===== src/rtl/filter_switch_ctrl.sv =====
// Filter band selector with programmable thresholds and per-boundary hysteresis.
// Every relay change runs blank -> switch -> settle with the DAC path muted.
// Force mode overrides automatic band selection.
module filter_switch_ctrl #(
    parameter int unsigned FW_WIDTH      = 32,
    parameter int unsigned NUM_BANDS     = 8,
    parameter int unsigned SEL_WIDTH     = 3,
    parameter int unsigned HYST          = 100000,
    parameter int unsigned BREAK_CYCLES  = 4,
    parameter int unsigned SETTLE_CYCLES = 16,
    parameter bit          INVERT_SEL    = 1'b1
) (
    input  logic                 CLK,
    input  logic                 RST,
    input  logic [FW_WIDTH-1:0]  FREQW,
    input  logic                 THR_WE,
    input  logic [SEL_WIDTH-1:0] THR_ADDR,
    input  logic [FW_WIDTH-1:0]  THR_DATA,
    input  logic                 FORCE_EN,
    input  logic [SEL_WIDTH-1:0] FORCE_ID,
    output logic [SEL_WIDTH-1:0] FILTER_ID,
    output logic [SEL_WIDTH-1:0] FILTER_SELECT,
    output logic                 MUTE,
    output logic                 BUSY,
    output logic                 SWITCH_DONE
);

    localparam int unsigned NumThr = NUM_BANDS - 1;
    localparam int unsigned MaxCnt = (BREAK_CYCLES > SETTLE_CYCLES) ? BREAK_CYCLES : SETTLE_CYCLES;
    localparam int unsigned CntW   = $clog2(MaxCnt + 1);

    localparam logic [FW_WIDTH-1:0]  Step    = FW_WIDTH'((64'd1 << FW_WIDTH) / 64'(NUM_BANDS));
    localparam logic [FW_WIDTH:0]    HystExt = (FW_WIDTH + 1)'(HYST);
    localparam logic [SEL_WIDTH-1:0] TopBand = SEL_WIDTH'(NUM_BANDS - 1);
    localparam logic [SEL_WIDTH-1:0] TopThr  = SEL_WIDTH'(NumThr - 1);

    typedef enum logic [1:0] {StIdle, StBlank, StSwitch, StSettle} state_e;

    state_e                state_q, state_d;
    logic [CntW-1:0]       cnt_q, cnt_d;
    logic [FW_WIDTH-1:0]   thr_q [NumThr];
    logic [FW_WIDTH-1:0]   freqw_q;
    logic [SEL_WIDTH-1:0]  id_q, id_d;
    logic [SEL_WIDTH-1:0]  sel_q, sel_d;
    logic [SEL_WIDTH-1:0]  tgt_q, tgt_d;
    logic                  done_q, done_d;
    // Distinguishes a settle that follows a real switch from the power-up settle.
    logic                  from_sw_q, from_sw_d;

    logic [SEL_WIDTH-1:0]  raw;
    logic [SEL_WIDTH-1:0]  up_idx, dn_idx;
    logic [FW_WIDTH:0]     up_sum;
    logic [FW_WIDTH-1:0]   up_lim, dn_lim;
    logic [SEL_WIDTH-1:0]  cand;

    function automatic logic [SEL_WIDTH-1:0] sel_code(input logic [SEL_WIDTH-1:0] id);
        return INVERT_SEL ? (TopBand - id) : id;
    endfunction

    // Threshold table: defaults at reset, writable in any state.
    always_ff @(posedge CLK) begin
        if (RST) begin
            for (int i = 0; i < int'(NumThr); i++) begin
                thr_q[i] <= FW_WIDTH'(64'(i + 1) * 64'(Step));
            end
        end else if (THR_WE && (THR_ADDR < SEL_WIDTH'(NumThr))) begin
            thr_q[THR_ADDR] <= THR_DATA;
        end
    end

    // Raw band is a count of crossed thresholds, so any threshold order is defined.
    always_comb begin
        raw = '0;
        for (int i = 0; i < int'(NumThr); i++) begin
            if (freqw_q >= thr_q[i]) raw = raw + SEL_WIDTH'(1);
        end
    end

    // Candidate band with saturating hysteresis limits around the current band.
    always_comb begin
        up_idx = (id_q > TopThr) ? TopThr : id_q;
        dn_idx = (id_q == '0) ? '0 : id_q - SEL_WIDTH'(1);
        up_sum = {1'b0, thr_q[up_idx]} + HystExt;
        up_lim = up_sum[FW_WIDTH] ? '1 : up_sum[FW_WIDTH-1:0];
        dn_lim = ({1'b0, thr_q[dn_idx]} < HystExt) ? '0
                                                   : thr_q[dn_idx] - HystExt[FW_WIDTH-1:0];
        cand   = id_q;
        if (FORCE_EN) begin
            cand = (FORCE_ID > TopBand) ? TopBand : FORCE_ID;
        end else if ((raw > id_q) && (freqw_q >= up_lim)) begin
            cand = raw;
        end else if ((raw < id_q) && (freqw_q < dn_lim)) begin
            cand = raw;
        end
    end

    // Switch sequencer next-state logic.
    always_comb begin
        state_d   = state_q;
        cnt_d     = cnt_q;
        tgt_d     = tgt_q;
        id_d      = id_q;
        sel_d     = sel_q;
        from_sw_d = from_sw_q;
        done_d    = 1'b0;
        unique case (state_q)
            StIdle: begin
                if (cand != id_q) begin
                    state_d = StBlank;
                    tgt_d   = cand;
                    cnt_d   = CntW'(BREAK_CYCLES - 1);
                end
            end
            StBlank: begin
                if (cnt_q == '0) state_d = StSwitch;
                else             cnt_d   = cnt_q - CntW'(1);
            end
            StSwitch: begin
                id_d      = tgt_q;
                sel_d     = sel_code(tgt_q);
                from_sw_d = 1'b1;
                state_d   = StSettle;
                cnt_d     = CntW'(SETTLE_CYCLES - 1);
            end
            StSettle: begin
                if (cnt_q == '0) begin
                    state_d   = StIdle;
                    done_d    = from_sw_q;
                    from_sw_d = 1'b0;
                end else begin
                    cnt_d = cnt_q - CntW'(1);
                end
            end
            default: state_d = StSettle;
        endcase
    end

    // State and output registers; reset starts a muted settle.
    always_ff @(posedge CLK) begin
        if (RST) begin
            state_q   <= StSettle;
            cnt_q     <= CntW'(SETTLE_CYCLES - 1);
            freqw_q   <= '0;
            id_q      <= '0;
            sel_q     <= sel_code('0);
            tgt_q     <= '0;
            done_q    <= 1'b0;
            from_sw_q <= 1'b0;
        end else begin
            state_q   <= state_d;
            cnt_q     <= cnt_d;
            freqw_q   <= FREQW;
            id_q      <= id_d;
            sel_q     <= sel_d;
            tgt_q     <= tgt_d;
            done_q    <= done_d;
            from_sw_q <= from_sw_d;
        end
    end

    assign FILTER_ID     = id_q;
    assign FILTER_SELECT = sel_q;
    assign MUTE          = (state_q != StIdle);
    assign BUSY          = (state_q != StIdle);
    assign SWITCH_DONE   = done_q;

endmodule


===== config.mk =====
export PLATFORM = sky130hd
export DESIGN_NAME = filter_switch_ctrl
export DESIGN_NICKNAME = d
export VERILOG_FILES = /design/src/rtl/filter_switch_ctrl.sv
export SDC_FILE = /design/constraint.sdc
export NUM_CORES = 1
export LEC_CHECK = 0
export CORE_MARGIN = 10
export CORE_UTILIZATION = 45
export CTS_CLUSTER_DIAMETER = 200
export DETAILED_ROUTE_END_ITERATION = 8
export GPL_TIMING_DRIVEN = 0
export HOLD_SLACK_MARGIN = 0.1
export SETUP_SLACK_MARGIN = 0.05
export SYNTH_ARGS = -nofsm -noshare
export SYNTH_HDL_FRONTEND = slang
export SYNTH_SLANG_ARGS = --single-unit
export TNS_END_PERCENT = 10

===== constraint.sdc =====
create_clock -name CLK -period 12.7 [get_ports CLK]
set_clock_uncertainty 0.15 [all_clocks]
set_input_delay 1.905 -clock CLK [delete_from_list [all_inputs] [get_ports CLK]]
set_output_delay 1.905 -clock CLK [all_outputs]
set_load 0.05 [all_outputs]

# Word-level counts from Yosys, hierarchy flattened
# Memories as Yosys holds them, arrays and structs flattened.
# Index checks and enable logic that the tools add are counted.
[word_totals] register_bits=50 latch_bits=0 ramBits=224 rom_bits=0 output_inout_bits=9 word_cells=92 mem_count=1
[op_classes] addsub=11 mul=0 div=0 magnitude_cmp=15 eq_ne=8 shifts=0 mux=32 bitwise=2 n_reduce_logical=15
[memory_table] name="thr_q" words=7 word_bits=32 read_ports=9 rd_ports_with_merged_regs=0 write_ports=7 line="41" source="logic [FW_WIDTH-1:0] thr_q [NumThr];"
[op_table] operator="32-bit greater-or-equal comparator" count=8
[op_table] operator="32-bit two-way mux" count=3
[op_table] operator="3-bit two-way mux" count=13
[op_table] operator="32-bit by 17-bit adder with 33-bit output (second input constant)" count=1
[op_table] operator="32-bit by 17-bit less-than comparator with 1-bit output (second input constant)" count=1
[op_table] operator="32-bit less-than comparator" count=1
[op_table] operator="32-bit OR reduction" count=1
[op_table] operator="32-bit by 17-bit subtractor with 32-bit output (second input constant)" count=1
[op_table] operator="3-bit by 1-bit adder with 3-bit output (second input constant)" count=6
[op_table] operator="5-bit one-hot mux with 3 select lines" count=1
[op_table] operator="5-bit two-way mux" count=2
[op_table] operator="1-bit two-way mux" count=8
[op_table] operator="2-bit != test (second input constant)" count=4
[op_table] operator="2-bit one-hot mux with 4 select lines" count=1
[op_table] operator="3-bit greater-than comparator (second input constant)" count=2
[op_table] operator="2-bit two-way mux" count=3
[op_table] operator="2-bit AND reduction" count=3
[op_table] operator="5-bit zero test" count=1
[op_table] operator="5-bit by 1-bit subtractor with 5-bit output (second input constant)" count=1
[op_table] operator="2-bit == test (second input constant)" count=2
[op_table] operator="2-bit nonzero test" count=2
[op_table] operator="3-bit greater-than comparator" count=1
[op_table] operator="1-bit logical AND" count=3
[op_table] operator="3-bit zero test" count=1
[op_table] operator="12 further kinds" count=13

# Longest topological paths before layout
# An unclocked memory read counts as a cell.
[depth] ltp_word=23 depth_mapped=42 depth_no_buf=42

# Worst setup path before layout
# No wires, ideal clock.
[synth_timing] path_kind="reg-to-reg" startpoint="register id_q[0] (netlist: FILTER_ID[0])" endpoint="register tgt_q[1]" setup_time_ns=0.088 t_arrival_ns=7.514 required_ns=12.462 setup_slack_ns=4.948 path_stages_with_launch=36 synth_period_minus_slack_ns=7.752 path_cell_list="dfxtp_1 > buf_4 > buf_2 > buf_4 > buf_4 > buf_2 > buf_2 > clkbuf_1 > clkbuf_1 > or2_2 > ha_1 > buf_4 > clkbuf_1 > buf_1 > mux4_2 > mux2i_1 > inv_1 > o21a_1 > o21ai_1 > and2_0 > nand2_1 > clkbuf_1 > nand2_1 > ha_1 > a21o_1 > a21o_1 > a21o_1 > a21o_1 > a21o_1 > a21o_1 > a31oi_1 > o22ai_2 > nand2b_1 > o21a_4 > a21oi_1 > a311oi_2"
[synth_via] elab_chain_len=12 word_cells_on_any_way=22 classes_between="add/sub: 3; order compare: 6; eq/ne: 1; mux: 7; reduce/logical: 4; memory: 1"
[synth_lines] element="start: declaration" line="43" source="logic [SEL_WIDTH-1:0] id_q, id_d;"
[synth_lines] element="start signal: assignment" line="153" source="id_q <= id_d;"
[synth_lines] element="3-bit by 1-bit subtractor with 3-bit output or 3-bit zero test (tied branches)" line="82" source="dn_idx = (id_q == '0) ? '0 : id_q - SEL_WIDTH'(1);"
[synth_lines] element="3-bit two-way mux" line="82"
[synth_lines] element="memory 7 x 32 bit"
[synth_lines] element="32-bit by 17-bit subtractor with 32-bit output or 32-bit by 17-bit less-than comparator with 1-bit output (tied branches)" line="86, 85"
[synth_lines] element="32-bit two-way mux" line="85" source="dn_lim = ({1'b0, thr_q[dn_idx]} < HystExt) ? '0"
[synth_lines] element="32-bit less-than comparator" line="92" source="end else if ((raw < id_q) && (freqw_q < dn_lim)) begin"
[synth_lines] element="1-bit logical AND" line="92"
[synth_lines] element="3-bit two-way mux" line="92"
[synth_lines] element="3-bit two-way mux" line="90" source="end else if ((raw > id_q) && (freqw_q >= up_lim)) begin"
[synth_lines] element="3-bit two-way mux" line="88" source="if (FORCE_EN) begin"
[synth_lines] element="3-bit != test" line="108" source="if (cand != id_q) begin"
[synth_lines] element="2-bit AND reduction (no line)"
[synth_lines] element="end signal: assignment" line="155" source="tgt_q <= tgt_d;"
[synth_lines] element="end: declaration" line="45" source="logic [SEL_WIDTH-1:0] tgt_q, tgt_d;"
# Parallel ways exist; a longest one is shown, timed or not.
# A chain may end at the register's enable or synchronous reset.

# Worst setup path in the final report
# Same ends and word-level chain as after synthesis.

==> impl_metrics.py <==
metrics = {
    "status": {
        "status": "finished, final reports clean",
    },
    "setup_path": {
        "critPathKind": "flip-flop to flip-flop",
        "cp_common_cell": "buf_4",
        "path_max_fanout": 10,
        "start_kind": "flip-flop",
        "worstRegToRegCells": 36,
        "required_ps": 13020,
        "critPathMaxStageDelay_ps": 840,
        "timing.rr.start": "FILTER_ID[0]",
        "arrival_ps": 12570,
        "cp-end-kind": "flip-flop",
        "rrSetupSlack_ps": 450,
        "worstSetupStartpoint": "FILTER_ID[0]",
        "worst_path_max_delay_cell": "a2111oi_1",
        "timing.rr.end": "tgt_q[1]",
    },
    "sta": {
        "fin_setup_tns_ps": 0,
        "post-route-min-period_ps": 12250,
        "min_period_over_period_pct": 96.5,
        "slew_viol_final": 0,
        "rsz0062_at_grt": "no",
        "fmax_ghz": 0.0816,
        "setup_viol": 0,
        "hold_slack_ps": 322,
        "slew-limit-headroom_pct": 3.66,
        "final.setup.worst_slack_ps": 448,
        "hold_viol": 0,
        "worst_pin_slew_ps": 1450,
    },
    "grt": {
        "grt_usage_pct": 30.0,
        "grt_pass1_vias": 19700,
        "grt_pass1_wl_mm": 136,
        "antenna_found_initial": 1,
        "grt_max_degree": 33,
        "grt_overflow_total": 0,
    },
    "pwr": {
        "leakagePower_nw": 11.8,
        "clkPwrFrac_pct": 37.4,
        "power_density_nw_per_um2": 109,
        "ir_worst_vdd_mv": 0.0956,
        "seqPwrFrac_pct": 41.5,
        "combPwrFrac_pct": 21.1,
        "switching_share_pct": 31.1,
        "p_int_w": 0.00201,
        "p_switching_w": 0.000908,
    },
    "placement": {
        "dp.cells": 3264,
        "placed_cell_area_um2": 25500,
        "dp_slack_ps": 694,
        "port_buffers": 82,
        "hpwl_mm": 72.9,
        "place_congestion": 0.979,
    },
    "final_layout": {
        "layout.cells.non_filler": 3334,
        "multi_input_area_um2": 13800,
        "fillers": 4754,
        "fin_nets": 3004,
        "drive_gt1_share_pct": 7.76,
        "diodes": 0,
        "area_growth_pct": 13.3,
        "regArea_um2": 8370,
        "design_area_um2": 26700,
    },
    "floorplanning": {
        "die_h_um": 249,
        "ioPinCount": 83,
        "die_x_um": 249,
        "die-area_um2": 61900,
        "start_util_pct": 45.6,
        "core_um2": 51600,
        "row_count": 83,
    },
    "cts": {
        "cts.sinks": 306,
        "worstSkewPairLatency_ps": 590,
        "cts_tree": "done",
        "clock_path_buffers": 3,
        "clk_pin_slew_worst_paths_ps": 50,
        "post_cts_buffers": 0,
        "cts-buffers-inserted": 38,
        "cts_root_buf": "clkbuf_16",
        "htreeDepth": 2,
    },
    "logic_synthesis": {
        "synth_warnings": 0,
        "synth_edf_count": 224,
        "yosys.area.top_type": "edfxtp_1",
        "synth_area_leaders": "edfxtp_1 (29%), ha_1 (16%), dfxtp_1 (7.0%), mux4_2 (6.4%), nor2_1 (4.8%)",
        "synth_seq_cells": 306,
        "syn-instance-count": 2466,
        "syn_area_per_cell_um2": 9.55,
        "ys_seq_area_share_pct": 35.5,
        "synthArstFlopShare_pct": 0,
        "synth_cell_types": 81,
        "synth_area_um2": 23500,
        "synth_ff_type": "edfxtp_1",
        "synth.top_cell.area_share_pct": 28.6,
    },
    "routing": {
        "vias": 20300,
        "routed_wl_mm": 95.7,
        "wl_per_cell_um": 28.7,
        "ant_nets": 0,
        "drc_errors": 0,
        "via_per_inst": 6.09,
        "drt-pass1-iter-count": 6,
        "drt_iter0_markers": 2431,
    },
    "hold_path": {
        "hold_path.startpoint": "from_sw_q",
        "hold_path_end": "SWITCH_DONE",
        "min_delay_path_depth": 1,
        "hold_class": "flip-flop to flip-flop",
    },
    "flow_run": {
        "cap_violations": 0,
    },
}
## Yosys cell counts, drive strengths merged (31+ instances only)
cell    number
ha         306
nor2       302
inv        286
edfxtp     224
nand2      167
a21oi      138
o21ai      112
mux2i       96
a21o        84
dfxtp       82
mux4        68
clkbuf      54
nor2b       53
buf         46
and2        42
nand3       37
nand4       33
a211oi      31
## power groups by stage
stage                     registers [W]  clock network, W  logic (W)
after floorplan                 0.00120                 0   0.000397
after global placement          0.00123                 0   0.000581
after detailed placement        0.00123                 0   0.000599
after CTS                       0.00121           0.00110   0.000603
after global routing            0.00122           0.00113   0.000675
final                           0.00121           0.00109   0.000615
## layer usage
layer | GRT usage [%] | part of all wire [%] | routed length, um | vias to the layer above
met4 | 11.5 | 4.0 | 3870 | 2
met5 | 0 | 0.014 | 13 | -
met3 | 6.48 | 10 | 9770 | 183
li1 | - | - | - | 9136
met2 | 46.4 | 44 | 42200 | 1093
met1 | 40.1 | 42 | 39900 | 9902
## metrics by stage
step / power [W] / util, %
floorplan: 0.00159 / -
global placement: 0.00181 / 49.1
detailed placement: 0.00183 / 49.3
CTS: 0.00291 / 51.7
global route: 0.00303 / 51.7
finish: 0.00292 / 51.7
## worst max-delay path, delay by kind of cell, from the launching register on
family                     cells  cell delay, ps
DFF                            1             400
buffers and inverters         15            5730
adders and majority gates      2             540
and+or+nand+nor                7            2060
muxes                          1             310
AOI/OAI and AO/OA             11            2900
## placed cells by master, fill, tap and decap left out, drive strengths merged, types with 50 or more instances in the layout
cell,count
clkdlybuf4s50,82
o21ai,112
buf,50
mux2i,96
nor2,302
a21o,84
mux4,68
inv,289
a21oi,138
ha,306
clkbuf,110
dfxtp,82
edfxtp,224
nand2,167
nor2b,53
## sequential cells by signal, indices dropped and copies added (netlist names)
name	cells
FILTER_ID	3
FILTER_SELECT	3
SWITCH_DONE	1
cnt_q	5
freqw_q	32
from_sw_q	1
state_q	2
tgt_q	3
thr_q	256
## what timing repair did
item,CTS,global route
endpoints found under the setup margin,0,5
hold buffers,0,0
resized for setup,0,3
## final cells by class
cell class                 count  area share [%]
multi-input combinational   1805            51.6
sequential                   306            31.4
clock buffer                  55            4.11
inverter                     286            4.02
timing repair buffer          87            3.45
tap                          680            3.19
buffer                       100            1.76
clock inverter                15           0.483
## worst max-delay path by stage
stage               slack [ps]       end  cells after the start
global placement           730  tgt_q[1]                     35
floorplan                 4950  tgt_q[1]                     35
finish                     450  tgt_q[1]                     36
CTS                        600  tgt_q[1]                     35
global route               220  tgt_q[1]                     36
detailed placement         690  tgt_q[1]                     35
## cells by family (layout without fill, tap and decap cells)
logic type      count (synthesis)  in the layout  synth area share, %
simple gates                  744            744                 14.8
compound gates                506            506                 14.0
buf+inv                       386            543                 6.54
fa+ha+maj                     306            306                 16.3
flops                         306            306                 35.5
mux                           172            172                 11.0
xor+xnor                       45             45                 1.85
other cells                     1             32               0.0159
Note: power is estimated with default switching activity, not from simulation.
